**src/rtl/pe_cfg_loader.sv**
```systemverilog
// Configuration sequencer for the PE array: clears the PEs, steers (PE id, instruction)
// words into per-PE config buffers, then drives the array-wide run strobe for a bounded length.
module pe_cfg_loader #(
   parameter int unsigned NUM_PE = 16,
   parameter int unsigned INST_W = 48,
   parameter int unsigned DEPTH  = 16,
   parameter int unsigned ID_W   = $clog2(NUM_PE),
   parameter int unsigned LEN_W  = $clog2(DEPTH + 1)
) (
   input  logic              clk,
   input  logic              rst,
   input  logic              load_req,
   input  logic              cfg_valid,
   output logic              cfg_ready,
   input  logic [ID_W-1:0]   cfg_pe_id,
   input  logic [INST_W-1:0] cfg_inst,
   input  logic              cfg_last,
   input  logic              start,
   input  logic [LEN_W-1:0]  run_len,
   output logic              pe_rst,
   output logic [NUM_PE-1:0] pe_init,
   output logic [INST_W-1:0] pe_inst,
   output logic              pe_run,
   output logic              busy,
   output logic              done,
   output logic              err_overflow,
   output logic              err_bad_id
);

   typedef enum logic [2:0] {
      S_IDLE, S_CLEAR, S_LOAD, S_READY, S_RUN, S_DONE
   } state_t;

   state_t              state_q, state_d;
   logic [LEN_W-1:0]    run_cnt_q, run_cnt_d;
   logic [LEN_W-1:0]    cnt_q [NUM_PE];
   logic [LEN_W-1:0]    sel_cnt;
   logic                id_ok;
   logic                cnt_clr;
   logic [NUM_PE-1:0]   pe_init_d;
   logic [INST_W-1:0]   pe_inst_d;
   logic                err_ovf_d, err_bad_d;
   logic                pe_rst_d, pe_run_d, busy_d, done_d;

   assign cfg_ready = (state_q == S_LOAD);

   // Next-state, run counter and next values of the registered outputs
   always_comb begin
      state_d   = state_q;
      run_cnt_d = run_cnt_q;
      pe_init_d = '0;
      pe_inst_d = pe_inst;
      err_ovf_d = err_overflow;
      err_bad_d = err_bad_id;
      cnt_clr   = 1'b0;
      sel_cnt   = '0;
      id_ok     = 32'(cfg_pe_id) < NUM_PE;

      for (int unsigned i = 0; i < NUM_PE; i++) begin
         if (cfg_pe_id == ID_W'(i)) sel_cnt = cnt_q[i];
      end

      case (state_q)
         S_IDLE: begin
            if (load_req) state_d = S_CLEAR;
         end
         S_CLEAR: begin
            cnt_clr   = 1'b1;
            err_ovf_d = 1'b0;
            err_bad_d = 1'b0;
            state_d   = S_LOAD;
         end
         S_LOAD: begin
            if (cfg_valid) begin
               if (!id_ok) begin
                  err_bad_d = 1'b1;
               end else if (sel_cnt == LEN_W'(DEPTH)) begin
                  err_ovf_d = 1'b1;
               end else begin
                  pe_inst_d = cfg_inst;
                  for (int unsigned i = 0; i < NUM_PE; i++) begin
                     pe_init_d[i] = (cfg_pe_id == ID_W'(i));
                  end
               end
               if (cfg_last) state_d = S_READY;
            end
         end
         S_READY: begin
            // start has priority over a simultaneous reload request
            if (start) begin
               if (run_len == '0) begin
                  state_d = S_DONE;
               end else begin
                  state_d   = S_RUN;
                  run_cnt_d = (run_len > LEN_W'(DEPTH)) ? LEN_W'(DEPTH) : run_len;
               end
            end else if (load_req) begin
               state_d = S_CLEAR;
            end
         end
         S_RUN: begin
            run_cnt_d = run_cnt_q - LEN_W'(1);
            if (run_cnt_q == LEN_W'(1)) state_d = S_DONE;
         end
         S_DONE: begin
            state_d = S_IDLE;
         end
         default: begin
            state_d = S_IDLE;
         end
      endcase

      pe_rst_d = (state_d == S_CLEAR);
      pe_run_d = (state_d == S_RUN);
      done_d   = (state_d == S_DONE);
      busy_d   = (state_d != S_IDLE) && (state_d != S_READY);
   end

   always_ff @(posedge clk) begin
      if (rst) begin
         state_q      <= S_IDLE;
         run_cnt_q    <= '0;
         pe_rst       <= 1'b0;
         pe_init      <= '0;
         pe_inst      <= '0;
         pe_run       <= 1'b0;
         busy         <= 1'b0;
         done         <= 1'b0;
         err_overflow <= 1'b0;
         err_bad_id   <= 1'b0;
      end else begin
         state_q      <= state_d;
         run_cnt_q    <= run_cnt_d;
         pe_rst       <= pe_rst_d;
         pe_init      <= pe_init_d;
         pe_inst      <= pe_inst_d;
         pe_run       <= pe_run_d;
         busy         <= busy_d;
         done         <= done_d;
         err_overflow <= err_ovf_d;
         err_bad_id   <= err_bad_d;
      end
   end

   // Per-PE fill counters mirror each PE buffer occupancy; they saturate by dropping words
   always_ff @(posedge clk) begin
      for (int unsigned i = 0; i < NUM_PE; i++) begin
         if (rst || cnt_clr) begin
            cnt_q[i] <= '0;
         end else if (pe_init_d[i]) begin
            cnt_q[i] <= cnt_q[i] + LEN_W'(1);
         end
      end
   end

endmodule

```
**config.mk**
```make
export PLATFORM = sky130hd
export DESIGN_NAME = pe_cfg_loader
export DESIGN_NICKNAME = d
export VERILOG_FILES = /design/src/rtl/pe_cfg_loader.sv
export SDC_FILE = /design/constraint.sdc
export NUM_CORES = 1
export LEC_CHECK = 0
export CAP_MARGIN = 20
export CORE_ASPECT_RATIO = 0.75
export CORE_UTILIZATION = 40
export DETAILED_ROUTE_END_ITERATION = 8
export SLEW_MARGIN = 20
export SYNTH_ARGS = -nofsm -noshare
export SYNTH_HDL_FRONTEND = slang
export SYNTH_SLANG_ARGS = --single-unit
export TNS_END_PERCENT = 10
```
**constraint.sdc**
```tcl
create_clock -name clk -period 3.3 [get_ports clk]
set_input_delay 0.495 -clock clk [delete_from_list [all_inputs] [get_ports clk]]
set_output_delay 0.495 -clock clk [all_outputs]
set_load 0.005 [all_outputs]
```
==> results.py <==
metrics = {
    "clock_tree": {
        "path_clk_slew_ns": 0.07,
        "cts_buffers": 17,
        "cts_sinks": 157,
        "post-cts-setup-buffers": 0,
        "cts_root_buf": "clkbuf_16",
        "clk_latency_ns": 0.43,
        "h-tree-depth": 4,
        "tritoncts": "yes",
        "clockBufferDepth": 2,
        "ctsResizeCount": 0,
        "ctsHoldBuffers": 0,
    },
    "status": {
        "failed_checks": "design-rule violations",
        "outcome": "finished, violations left",
    },
    "sta": {
        "finalCritPeriodShare_pct": 94.6,
        "drv_slew": 0,
        "setup_slack_ns": 0.180,
        "slew_headroom_pct": 44.1,
        "tns_ns": 0,
        "setup_viol": 0,
        "grt_setup_unrepaired": "false",
        "fin_skew_ns": 0.0167,
        "period_needed_ns": 3.12,
        "holdWs_ns": 0.468,
        "hold_viol": 0,
        "worst_pin_slew_ns": 0.838,
        "fmax_mhz": 320,
    },
    "floorplanning": {
        "design.portCount": 134,
        "start_util_pct": 41.0,
        "core-area_mm2": 0.0195,
        "fp.dieH_um": 124,
        "rows": 44,
        "die_w_um": 165,
        "die-area_mm2": 0.0206,
    },
    "logic_synthesis": {
        "syn-cell-area_mm2": 0.00800,
        "ys_seq_area_share_pct": 49.3,
        "synth.distinct_cells": 58,
        "ys_ff_latch": 157,
        "syn-num-nets": 836,
        "synth_edf_count": 80,
        "synthArstFlopShare_pct": 0,
        "synthCells": 755,
        "yosysWarnings": 0,
        "synthFlopType": "edfxtp_1",
        "avgSynthCellArea_um2": 10.6,
    },
    "power": {
        "power.density_mw_per_mm2": 463,
        "ir_worst_vdd_v": 0.000298,
        "p_total_w": 0.00478,
        "p_leak_nw": 3.57,
    },
    "cells_and_area": {
        "syn_to_final_growth_pct": 29.2,
        "fin_nets": 972,
        "utilization_pct": 53.0,
        "fillers": 1723,
        "layout_commonest_cell": "clkdlybuf4s50_1",
        "layout-drive-gt1-share_pct": 11.3,
        "antenna_cells": 0,
        "layout_common_cells": "clkdlybuf4s50_1 (130), nand2b_1 (103), edfxtp_1 (80)",
    },
    "detailed_routing": {
        "avgViaCountPerCell": 5.41,
        "postRouteAntennaNets": 0,
        "routedWlPerCell_um": 17.3,
        "dr_total_vias": 6261,
        "drt_first_pass_iters": 7,
        "drcViolationCount": 2,
        "drtIter0Drc": 522,
        "routed_wl_um": 20100,
    },
    "grt": {
        "antenna_found_initial": 0,
        "grt_pass1_vias": 6131,
        "grt_first_pass_wirelength_um": 33100,
        "grt_overflow": 0,
        "grt_max_degree": 91,
        "track_usage_pct": 20.5,
    },
    "critical_path": {
        "timing.rr.start": "cnt_q[0][32]",
        "startpoint_type": "primary input",
        "ff2ff_setup_slack_ns": 0.46,
        "worstSetupPathType": "primary input to flop",
        "reg2regPathDepth": 7,
        "crit_fanout": 15,
        "crit_required_ns": 3.44,
        "r2r-end": "cnt_q[1][7]",
        "cp.arrival_ns": 3.26,
        "end_kind": "flop",
    },
    "place": {
        "finalWeightedCongestion": 0.849,
        "port_buffers": 132,
        "dpl.hpwl_um": 14200,
        "dp_slack_ns": -0.210,
    },
    "flow_run": {
        "cap_viol_max_count": 0,
    },
    "hold_path": {
        "min_path_type": "flop to flop",
        "holdPathStages": 2,
        "worstHoldStart": "pe_inst[25]",
        "hold_path_end": "pe_inst[25]",
    },
}
==> how the worst max path moves through the flow <==
stage | slack (ns) | depth (start not counted) | endpoint | start
finish | 0.18 | 10 | cnt_q[1][3] | cfg_pe_id[2]
global route | 0.03 | 10 | cnt_q[0][38] | cfg_pe_id[1]
CTS | 0.22 | 8 | cnt_q[1][34] | cfg_pe_id[2]
detailed placement | -0.21 | 10 | pe_inst[8] | cfg_pe_id[1]
global placement | -0.19 | 10 | cnt_q[1][1] | cfg_pe_id[2]
floorplan | 0.26 | 10 | cnt_q[0][0] | cfg_pe_id[2]
==> routing by layer <==
metal	part of all wire [%]	up-vias	GRT usage, %
met5	0	-	0
met4	1.1	0	4.49
met3	4.9	13	4.13
met2	45	182	30.7
met1	49	3019	30.3
li1	-	3047	-
==> report_power, final <==
part           switching (W)  internal [W]  total [W]
sequential         0.0000875       0.00215    0.00223
clock               0.000943       0.00102    0.00196
combinational       0.000292      0.000296   0.000588
total                0.00132       0.00346    0.00478
==> sequential cells by signal, summed over array words and instances (netlist names) <==
signal        count
cnt_q            80
state_q           3
err_overflow      1
done              1
pe_rst            1
pe_run            1
run_cnt_q         5
pe_init          16
pe_inst          48
busy              1
==> Yosys cell counts, types with 2 or more instances <==
master,number,area [µm²]
a2111oi_0,2,17.5
a211oi_1,8,60.1
a21oi_1,14,70.1
and2_1,3,18.8
and3_1,13,81.3
buf_1,2,7.51
buf_2,20,100
buf_4,3,22.5
buf_6,7,78.8
clkbuf_1,36,135
dfxtp_1,77,1540
edfxtp_1,80,2400
ha_1,18,225
inv_1,18,67.6
mux2i_1,57,571
mux4_2,4,90.1
nand2_1,15,56.3
nand2b_1,103,644
nand3_1,34,170
nand3b_1,3,22.5
nand4b_1,4,35.0
nor2_1,20,75.1
nor3_1,30,150
nor3b_1,2,15.0
nor4_1,70,438
nor4b_1,2,17.5
o2111ai_1,2,17.5
o21ai_0,14,70.1
o221ai_1,2,17.5
o31ai_1,11,82.6
o32ai_1,2,17.5
o41ai_1,3,26.3
or2_2,4,25.0
or3_1,2,12.5
xnor2_1,21,184
xor2_1,27,236
==> critical path, stage by stage <==
cell	delay (ns)
clkdlybuf4s50_1	0.46
buf_4	0.17
nand2b_1	0.19
o32ai_1	0.46
a2111oi_0	0.12
o2111ai_1	0.40
o2111ai_4	0.20
buf_4	0.26
o41ai_1	0.28
buf_4	0.21
==> layout make-up <==
type,count,area [µm²],area share [%]
inverter,18,67.6,0.654
tap,253,317,3.06
sequential,157,3940,38.2
timing repair buffer,186,1750,17.0
clock buffer,17,425,4.12
multi-input combinational,511,3660,35.4
clock inverter,15,166,1.61
==> cells by family after synthesis <==
kind of cell,after synthesis,share of synthesized area [%]
adders and majority gates,18,2.82
muxes,61,8.26
and+or+nand+nor,312,22.7
DFF,157,49.3
buffers and inverters,87,5.33
other,1,0.0469
xor gates and xnor gates,48,5.26
AOI/OAI and AO/OA,71,6.24
==> per-stage QoR <==
step	cells	cell area, µm²
after detailed placement	1125	9740
after global routing	1157	10300
after floorplan	755	8000
after global placement	1125	9740
final	1157	10300
after CTS	1157	10300
No activity file was read; power rests on OpenSTA's default activity.
==> variant: new RTL, config.mk and constraints unchanged <==
The parameter `INST_W` goes from 48 to 40.
--- a/src/rtl/pe_cfg_loader.sv
+++ b/src/rtl/pe_cfg_loader.sv
@@ -2,7 +2,7 @@
 // words into per-PE config buffers, then drives the array-wide run strobe for a bounded length.
 module pe_cfg_loader #(
    parameter int unsigned NUM_PE = 16,
-   parameter int unsigned INST_W = 48,
+   parameter int unsigned INST_W = 40,
    parameter int unsigned DEPTH  = 16,
    parameter int unsigned ID_W   = $clog2(NUM_PE),
    parameter int unsigned LEN_W  = $clog2(DEPTH + 1)
Ports: changed (resized cfg_inst and pe_inst); port bits go from 134 to 118. The function was not compared with the original's and may differ.
==> variant against the original RTL <==
Combinational power decreased by 2%; synthesized cell count decreased by 1.6%; core utilization increased by 1.2 points; power decreased by 2.7%; routed wire length increased by 3.0%; worst setup slack got worse by 0.036 ns; area after synthesis decreased by 1.9%; first-iteration DRC count increased by 3.1%; final cell count decreased by 0.26%; design area decreased by 1.1%; sequential cell count decreased by 8; global-route usage increased by 0.91 points; critical path type unchanged; critical endpoint is now cnt_q[1][5].
==> variant: results (changes against the original RTL) <==
Outcome
  – Status: completed

Worst hold path
  – WHS Endpoint: pe_inst[3]

Timing
  – Clock Skew: 0.009253 ns (-0.007485 ns)
  – Slew HR: 49.25% (+5.1 points)
  – WHS: 0.4717 ns (+0.003655 ns)

Synthesis
  – Commonest cells in the netlist: 91 x nand2b_1, 80 x edfxtp_1, 69 x dfxtp_1
  – Seq/Total Area, Yosys: 48.21% (-1.1 points)
  – EDFF count, synth: 80 (unchanged)
  – Syn nets: 816 (-2.4%)
  – Mapped Avg Cell Area: 10.56 sq um (-0.29%)
  – Synth area leaders: edfxtp_1 31%, dfxtp_1 18%, nand2b_1 7.3%, mux2i_1 5.9%, nor4_1 4.2%

Routing
  – Routed wire length: 20670 microns (+3.0%)
  – DRT Pass-1 Iters: 5 (-2)
  – Met3 WL post-DR: 1388 microns (+42%)
  – Met1 WL: 9761 microns (-0.94%)
  – Met2 wire length: 9246 microns (+2.5%)
  – Post-DR vias/cell: 5.412 (about the same)
  – Initial DRC count: 538 (+3.1%)

Global route
  – Largest net degree at the start of global routing: 68 (-25%)
  – Routing usage on met3: 4.629% (+0.50 points)
  – Global Route met1 Usage: 30.93% (+0.62 points)
  – GR Layer Usage met2: 32.07% (+1.4 points)
  – Gr usage total: 21.42% (+0.91 points)
  – First-pass GRT wire length: 33150 microns (about the same)

Layout
  – Fill count: 1678 (-2.6%)
  – Layout cell share with drive strength beyond 1: 14.99% (+3.7 points)
  – Largest registers: cnt_q: 80 flops, pe_inst: 40 flops, pe_init: 16 flops
  – Final nets: 967 (-0.51%)

Place
  – GP Congestion: 0.8908 (+4.9%)
  – Placed cell count: 1122 (-0.27%)
  – Port Buffer Count: 116 (-12%)
  – Post-Place Cell Area: 9629 sq um (-1.1%)
  – Hpwl dp: 15110 microns (+6.3%)
  – Post-Place Worst Slack: -0.2675 ns (-0.05703 ns)

Setup path
  – Critical Path Fanout Max: 7 (-8)
  – R2r worst-path depth: 8 (+1)
  – Critical Path AT: 3.21 ns (-0.05 ns)
  – RR Endpoint: cnt_q[1][5]
  – Worst R2R Setup Slack: 0.58 ns (+0.12 ns)
  – FF-to-FF Start: state_q[1]
  – Worst-path cell with the longest stage delay: or4b_1

Pwr
  – Peak supply drop: 0.2663 mV (-11%)
  – Switch share: 25.85% (-1.8 points)
  – Pleak: 3.492 nW (-2.2%)
  – Pwr Density: 455.6 nW/um^2 (-1.6%)
  – Clock network power: 0.00193 W
  – Seq group: 0.00215 W (-4%)

Clock tree
  – Setup bufs post-CTS: 0 (unchanged)
[variant: changes by cell type in the layout (fill, tap and decap cells not counted), sizes merged, moves of 10 or more]
cell / unedited run / this run
nand2b: 103 / 91
nand3: 34 / 46
o21ai: 14 / 33
buf: 56 / 74
clkdlybuf4s50: 130 / 115
and3: 13 / 3
nand2: 15 / 30
mux2i: 57 / 46
[variant: layout make-up]
class / count / area (sq um) / share of cell area, %
multi-input cells: 523 / 3740 / 36.61
well taps: 247 / 309.0 / 3.025
inverters: 14 / 52.55 / 0.5144
clock buffers: 20 / 467.9 / 4.581
clock inverters: 12 / 118.9 / 1.164
flip-flops and latches: 149 / 3784 / 37.04
repair buffers: 189 / 1744 / 17.07
[variant: worst max-delay path by stage]
stage / end / slack, ns / cells after the start / startpoint
2_1_floorplan: cnt_q[0][35] / 0.34 / 13 / cfg_pe_id[0]
3_3_place_gp: cnt_q[0][5] / -0.15 / 10 / cfg_pe_id[1]
3_5_place_dp: cnt_q[1][5] / -0.27 / 11 / cfg_pe_id[0]
4_1_cts: cnt_q[1][5] / 0.17 / 11 / cfg_pe_id[0]
5_1_grt: cnt_q[1][5] / 0.002 / 11 / cfg_pe_id[0]
6_report: cnt_q[1][5] / 0.14 / 10 / cfg_pe_id[1]
[variant: kinds of logic after synthesis]
kind of cell,share of synthesized area [%]
AO/OA/AOI/OAI,6.425
XOR/XNOR,5.468
adder cells (fa/ha/maj),2.869
buffers and inverters,4.336
flip-flops,48.21
multiplexers,7.301
other,0.04778
AND/OR/NAND/NOR,25.35
[variant: worst max-delay path: cells and delay by family]
family,cells,cell delay [ns]
AND/OR/NAND/NOR,4,1.07
AO/OA/AOI/OAI,4,0.92
buffers and inverters,2,0.73
